File: src/rtl/ili9341_sequencer_pkg.sv
// Shared constants and types for the ILI9341 power-up / frame sequencer.
package ili9341_sequencer_pkg;

  // Command array select towards send_command
  localparam logic INI_COMM  = 1'b0;
  localparam logic LOOP_COMM = 1'b1;

  // Pin levels
  localparam logic LOW  = 1'b0;
  localparam logic HIGH = 1'b1;

  // Sequencer states
  typedef enum logic [3:0] {
    ST_IDLE      = 4'd0,
    ST_RST_LOW   = 4'd1,
    ST_RST_WAIT  = 4'd2,
    ST_INIT_CMD  = 4'd3,
    ST_SLP_WAIT  = 4'd4,
    ST_LOOP_CMD  = 4'd5,
    ST_PIXELS    = 4'd6,
    ST_FRAME_END = 4'd7,
    ST_ERROR     = 4'd8
  } seq_state_t;

  // Larger of two cycle counts, used to size the shared delay counter
  function automatic int unsigned max2(input int unsigned a, input int unsigned b);
    return (a > b) ? a : b;
  endfunction

endpackage

File: src/rtl/ili9341_delay_timer.sv
// Loadable down-counter shared by the fixed delays and the handshake timeouts.
// Loading N-1 on state entry makes a state that exits on "expired" last N cycles.
module ili9341_delay_timer #(
  parameter int CW = 8
) (
  input  logic          clk,
  input  logic          rst,
  input  logic          load,
  input  logic [CW-1:0] load_val,
  output logic          expired
);

  logic [CW-1:0] cnt_reg;

  // Count down to zero and hold there; a load always wins
  always_ff @(posedge clk or posedge rst) begin
    if (rst) begin
      cnt_reg <= '0;
    end else if (load) begin
      cnt_reg <= load_val;
    end else if (cnt_reg != '0) begin
      cnt_reg <= cnt_reg - 1'b1;
    end
  end

  // Zero means the programmed interval has elapsed
  always_comb begin
    expired = (cnt_reg == '0);
  end

endmodule

File: src/rtl/ili9341_sequencer.sv
// Power-up and per-frame scheduler for the ILI9341 SPI display path.
// Sequences panel reset, the init command array and the sleep-out delay,
// then loops: loop command array, pixel streaming, frame bookkeeping.
module ili9341_sequencer
  import ili9341_sequencer_pkg::*;
#(
  parameter int unsigned T_RST_LOW_CYC  = 10_000,
  parameter int unsigned T_RST_WAIT_CYC = 12_000_000,
  parameter int unsigned T_SLPOUT_CYC   = 12_000_000,
  parameter int unsigned TIMEOUT_CYC    = 50_000_000,
  parameter int          FCW            = 16
) (
  input  logic           clk,
  input  logic           rst,
  input  logic           i_start,
  input  logic           i_reinit,
  output logic           o_lcd_rst_n,
  output logic           o_send_comm_ena,
  output logic           o_command,
  input  logic           i_comm_array_sent,
  output logic           o_pix_ena,
  input  logic           i_pix_done,
  output logic           o_busy,
  output logic           o_frame_done,
  output logic [FCW-1:0] o_frame_cnt,
  output logic           o_err
);

  // One counter serves every delay and every timeout, so size it for the longest
  localparam int unsigned MAX_CYC = max2(max2(T_RST_LOW_CYC, T_RST_WAIT_CYC),
                                         max2(T_SLPOUT_CYC, TIMEOUT_CYC));
  localparam int CW = $clog2(MAX_CYC + 1);

  localparam logic [CW-1:0] LD_RST_LOW  = CW'(T_RST_LOW_CYC - 1);
  localparam logic [CW-1:0] LD_RST_WAIT = CW'(T_RST_WAIT_CYC - 1);
  localparam logic [CW-1:0] LD_SLPOUT   = CW'(T_SLPOUT_CYC - 1);
  localparam logic [CW-1:0] LD_TIMEOUT  = CW'(TIMEOUT_CYC - 1);

  seq_state_t     state_reg;
  seq_state_t     state_next;
  logic           init_done_reg;
  logic           reinit_pend_reg;
  logic           first_cycle_reg;
  logic [FCW-1:0] frame_cnt_reg;
  logic           err_reg;

  logic           state_change;
  logic           timer_load;
  logic [CW-1:0]  timer_val;
  logic           timer_expired;

  // Shared delay / timeout counter, reloaded on every state entry
  ili9341_delay_timer #(
    .CW (CW)
  ) u_timer (
    .clk      (clk),
    .rst      (rst),
    .load     (timer_load),
    .load_val (timer_val),
    .expired  (timer_expired)
  );

  // State register
  always_ff @(posedge clk or posedge rst) begin
    if (rst) begin
      state_reg <= ST_IDLE;
    end else begin
      state_reg <= state_next;
    end
  end

  // Next-state decode; a handshake arriving on the last allowed cycle beats the timeout
  always_comb begin
    state_next = state_reg;
    case (state_reg)
      ST_IDLE: begin
        if (i_start) begin
          state_next = (init_done_reg && !reinit_pend_reg) ? ST_LOOP_CMD : ST_RST_LOW;
        end
      end
      ST_RST_LOW: begin
        if (timer_expired) state_next = ST_RST_WAIT;
      end
      ST_RST_WAIT: begin
        if (timer_expired) state_next = ST_INIT_CMD;
      end
      ST_INIT_CMD: begin
        if (i_comm_array_sent)  state_next = ST_SLP_WAIT;
        else if (timer_expired) state_next = ST_ERROR;
      end
      ST_SLP_WAIT: begin
        if (timer_expired) state_next = ST_LOOP_CMD;
      end
      ST_LOOP_CMD: begin
        if (i_comm_array_sent)  state_next = ST_PIXELS;
        else if (timer_expired) state_next = ST_ERROR;
      end
      ST_PIXELS: begin
        if (i_pix_done)         state_next = ST_FRAME_END;
        else if (timer_expired) state_next = ST_ERROR;
      end
      ST_FRAME_END: begin
        if (reinit_pend_reg) state_next = ST_RST_LOW;
        else if (i_start)    state_next = ST_LOOP_CMD;
        else                 state_next = ST_IDLE;
      end
      ST_ERROR: begin
        state_next = ST_ERROR;
      end
      default: begin
        state_next = ST_IDLE;
      end
    endcase
  end

  // Timer reload value for the state about to be entered
  always_comb begin
    state_change = (state_next != state_reg);
    timer_load   = state_change;
    case (state_next)
      ST_RST_LOW:  timer_val = LD_RST_LOW;
      ST_RST_WAIT: timer_val = LD_RST_WAIT;
      ST_SLP_WAIT: timer_val = LD_SLPOUT;
      ST_INIT_CMD,
      ST_LOOP_CMD,
      ST_PIXELS:   timer_val = LD_TIMEOUT;
      default:     timer_val = '0;
    endcase
  end

  // Init-done and pending re-init flags; entering RST_LOW restarts the whole bring-up
  always_ff @(posedge clk or posedge rst) begin
    if (rst) begin
      init_done_reg   <= 1'b0;
      reinit_pend_reg <= 1'b0;
    end else begin
      if (state_next == ST_RST_LOW && state_reg != ST_RST_LOW) begin
        init_done_reg   <= 1'b0;
        reinit_pend_reg <= 1'b0;
      end else begin
        if (state_reg == ST_SLP_WAIT && state_next == ST_LOOP_CMD) begin
          init_done_reg <= 1'b1;
        end
        if (i_reinit) begin
          reinit_pend_reg <= 1'b1;
        end
      end
    end
  end

  // Entry marker (drives the single-cycle send pulse), frame counter and sticky error
  always_ff @(posedge clk or posedge rst) begin
    if (rst) begin
      first_cycle_reg <= 1'b0;
      frame_cnt_reg   <= '0;
      err_reg         <= 1'b0;
    end else begin
      first_cycle_reg <= state_change;
      if (state_next == ST_FRAME_END && state_reg != ST_FRAME_END) begin
        frame_cnt_reg <= frame_cnt_reg + 1'b1;
      end
      if (state_next == ST_ERROR) begin
        err_reg <= 1'b1;
      end
    end
  end

  // Output decode from state and registers only. The command select follows the
  // array that the next send pulse will request, so it is already valid one cycle
  // before that pulse and stays put for the whole command state.
  always_comb begin
    o_lcd_rst_n     = LOW;
    o_command       = INI_COMM;
    o_send_comm_ena = 1'b0;
    o_pix_ena       = 1'b0;
    o_busy          = 1'b1;
    o_frame_done    = 1'b0;
    case (state_reg)
      ST_IDLE: begin
        o_busy      = 1'b0;
        o_lcd_rst_n = init_done_reg ? HIGH : LOW;
        o_command   = init_done_reg ? LOOP_COMM : INI_COMM;
      end
      ST_RST_LOW: begin
        o_lcd_rst_n = LOW;
      end
      ST_RST_WAIT: begin
        o_lcd_rst_n = HIGH;
      end
      ST_INIT_CMD: begin
        o_lcd_rst_n     = HIGH;
        o_send_comm_ena = first_cycle_reg;
      end
      ST_SLP_WAIT: begin
        o_lcd_rst_n = HIGH;
        o_command   = LOOP_COMM;
      end
      ST_LOOP_CMD: begin
        o_lcd_rst_n     = HIGH;
        o_command       = LOOP_COMM;
        o_send_comm_ena = first_cycle_reg;
      end
      ST_PIXELS: begin
        o_lcd_rst_n = HIGH;
        o_command   = LOOP_COMM;
        o_pix_ena   = 1'b1;
      end
      ST_FRAME_END: begin
        o_lcd_rst_n  = HIGH;
        o_command    = LOOP_COMM;
        o_frame_done = 1'b1;
      end
      ST_ERROR: begin
        o_busy      = 1'b0;
        o_lcd_rst_n = LOW;
      end
      default: begin
        o_busy = 1'b0;
      end
    endcase
  end

  assign o_frame_cnt = frame_cnt_reg;
  assign o_err       = err_reg;

endmodule

File: config.mk
export PLATFORM = sky130hd
export DESIGN_NAME = ili9341_sequencer
export DESIGN_NICKNAME = d
export VERILOG_FILES = /design/src/rtl/ili9341_sequencer_pkg.sv /design/src/rtl/ili9341_delay_timer.sv /design/src/rtl/ili9341_sequencer.sv
export SDC_FILE = /design/constraint.sdc
export NUM_CORES = 1
export LEC_CHECK = 0
export CORE_AREA = 2 2 87 89
export DETAILED_ROUTE_END_ITERATION = 8
export DIE_AREA = 0 0 89 91
export PLACE_DENSITY = 0.67
export SETUP_SLACK_MARGIN = 0.1
export SYNTH_ARGS = -nofsm -noshare
export SYNTH_HDL_FRONTEND = slang
export SYNTH_HIERARCHICAL = 1
export SYNTH_SLANG_ARGS = --single-unit
File: constraint.sdc
create_clock -name clk -period 3.15 [get_ports clk]
set_input_delay 0.945 -clock clk [delete_from_list [all_inputs] [get_ports clk]]
set_output_delay 0.945 -clock clk [all_outputs]
set_load 0.01 [all_outputs]
==> summary.txt <==
Status = finished clean
Largest register FFs = 26
R2r setup slk = 0.30 ns
N_diodes = 0
Cell variety after synth = 62
CP max-delay cell = dfrtp_1
CTS tree = done
Critical path, cell by cell = and4bb_1, clkdlybuf4s50_1
Via density = 5.449
Synth Flop Type = dfrtp_1
Commonest non-fill, non-tap cell in the layout = dfrtp_1
Max VDD drop = 0.0003000 V
Die Wd = 89 µm
Register bit total from synthesis = 50
Final setup margin = 0.2605 ns
Routed Antenna Nets = 0
Overall routing resource usage = 0.1867
Post-Syn Instances = 335
Max Slew Vio Count = 0
Post-place setup slack = -0.004417 ns
Area growth syn-to-layout = 20.27%
Critical path peak fanout = 18
Highest-count cells in the layout ignoring fill and taps = dfrtp_1, nand2_1, nor2_1
Initial antenna violation count = 0
DRC = 0
CTS sink cnt = 50
Hold Crit Start = o_frame_cnt[15]
Fmax = 346.1 MHz
Critical path buffers and inverters = 1
DR vias = 2632
Largest net degree at the start of global routing = 27
Worst Clk Skew = 0.002170 ns
First-pass GRT wire length = 12100 µm
Routability congestion estimate from global placement = 0.8242
R2R cell count = 15
Clock root buffer = clkbuf_8
Synth warn = 6
Row Count = 31
Initial Utilization = 0.4428
Router iterations before antenna repair = 4
Pleak = 1.520 nW
Clk buf depth = 2
Sequential area share after synthesis = 0.3959
WL final = 7114 µm
Worst Tran Pin Value = 0.5763 ns
Async SR Flop Fraction = 1.000
Pwr/cell area = 929.4 nW/µm²
IO Count = 29
Post-layout min period = 2.889 ns
Worst min path class = flip-flop to flip-flop
Post-synth net total = 343
Buffers on Ports = 28
Tot Pwr = 0.003533 W
H-tree level count = 2
Post-synth EDFFs = 0
Max cap viols = 0
Crit path launch type = flip-flop
Relative slew slack = 0.6158
WL per Instance = 14.73 µm
Core Area = 7137 µm²
Layout cells sized above 1 = 0.1797
Post-cts hold buffer count = 0
Crit path max-delay family = flip-flops
Final nets = 392
WP data required = 2.20 ns
Final period utilization = 0.9173
Iter 0 DRT Violations = 114
CP Class = flip-flop to output port
Mapped cell area = 3161 µm²
Number of global-route vias before repair = 2544
CP max stage delay = 0.72 ns
Fin. Hold Viols = 0
Final setup violation count = 0
Die outline height = 91 µm
Mean Syn Cell Area = 9.434 µm²
Clock slew at reported path FFs = 0.09 ns
R2R Path Start = u_timer/cnt_reg[0]
DP HPWL = 5158 µm
RSZ-0062 raised after global routing = true
Hold Path Sink = o_frame_cnt[15]
Congestion Overflow GR = 0
WHS Path Cells = 1
Crit path capture type = output port
Die ar. = 8099 µm²
CTS Buf Count = 5
Clk_lat worst skew = 0.30 ns
R2r endpoint = u_timer/cnt_reg[1]
Worst EP arrival = 1.94 ns
[synth_stat cells, types with 7 or more instances]
cell / n / share of area
a21oi_1: 8 / 0.013
dfrtp_1: 50 / 0.40
inv_1: 8 / 0.0095
nand2_1: 35 / 0.042
nand3_1: 7 / 0.011
nand4_1: 12 / 0.024
nor2_1: 31 / 0.037
nor2b_1: 8 / 0.016
nor3_1: 11 / 0.017
o21ai_0: 11 / 0.017
o31ai_1: 9 / 0.021
xnor2_1: 25 / 0.069
xor2_1: 12 / 0.033
[kinds of logic after synthesis]
kind of cell	share of synthesized area
other cells	0.001187
flops	0.3959
xor+xnor	0.1077
buf+inv	0.04552
simple gates	0.2941
mux	0.02098
compound gates	0.1267
fa+ha+maj	0.007916
[how the worst max path moves through the flow]
stage | startpoint | end | cells after the start
after global placement | i_pix_done | u_timer/cnt_reg[22] | 9
after detailed placement | i_pix_done | u_timer/cnt_reg[22] | 9
final | state_reg[1] | o_pix_ena | 2
after global routing | u_timer/cnt_reg[0] | u_timer/cnt_reg[20] | 15
after CTS | u_timer/cnt_reg[0] | u_timer/cnt_reg[22] | 13
after floorplan | u_timer/cnt_reg[0] | u_timer/cnt_reg[10] | 15
[layer usage]
| metal | vias to the layer above | part of all wire | track usage | routed length (µm) |
|---|---|---|---|---|
| met4 | 0 | 0.018 | 0.05846 | 127 |
| met1 | 1287 | 0.48 | 0.2664 | 3409 |
| met3 | 11 | 0.030 | 0.03091 | 215 |
| li1 | 1288 | - | - | - |
| met2 | 46 | 0.47 | 0.2886 | 3362 |
| met5 | - | 0 | 0 | 0 |
[timing repair]
action                     CTS  global route
setup endpoints to repair    0            25
resized for setup            0             5
setup buffers                0             1
[stage by stage]
stage	cells	TNS [ns]	utilization	area (µm²)	hold WS (ns)
after detailed placement	475	-0.004417	0.5179	3696	0.4621
after global placement	475	0	0.5179	3696	0.4550
after floorplan	335	0	-	3164	0.5077
final	483	0	0.5326	3801	0.4778
after CTS	482	0	0.5289	3775	0.4793
after global routing	483	0	0.5326	3801	0.4910
[area by class of cell]
class / instances / area [µm²]
multi-input cells: 258 / 1788
clock inverters: 2 / 10.01
repair buffers: 58 / 518.0
well taps: 99 / 123.9
fillers: 699 / 3336
flip-flops and latches: 50 / 1251
clock buffers: 5 / 68.82
inverters: 11 / 41.29
[power by group]
part | total (W) | switching, W | internal (W)
Sequential | 0.00117 | 0.000308 | 0.000859
Combinational | 0.00201 | 0.00109 | 0.000921
Clock | 0.000355 | 0.000206 | 0.000150
Total | 0.00353 | 0.00160 | 0.00193
Power figures use the tool's default switching activity.
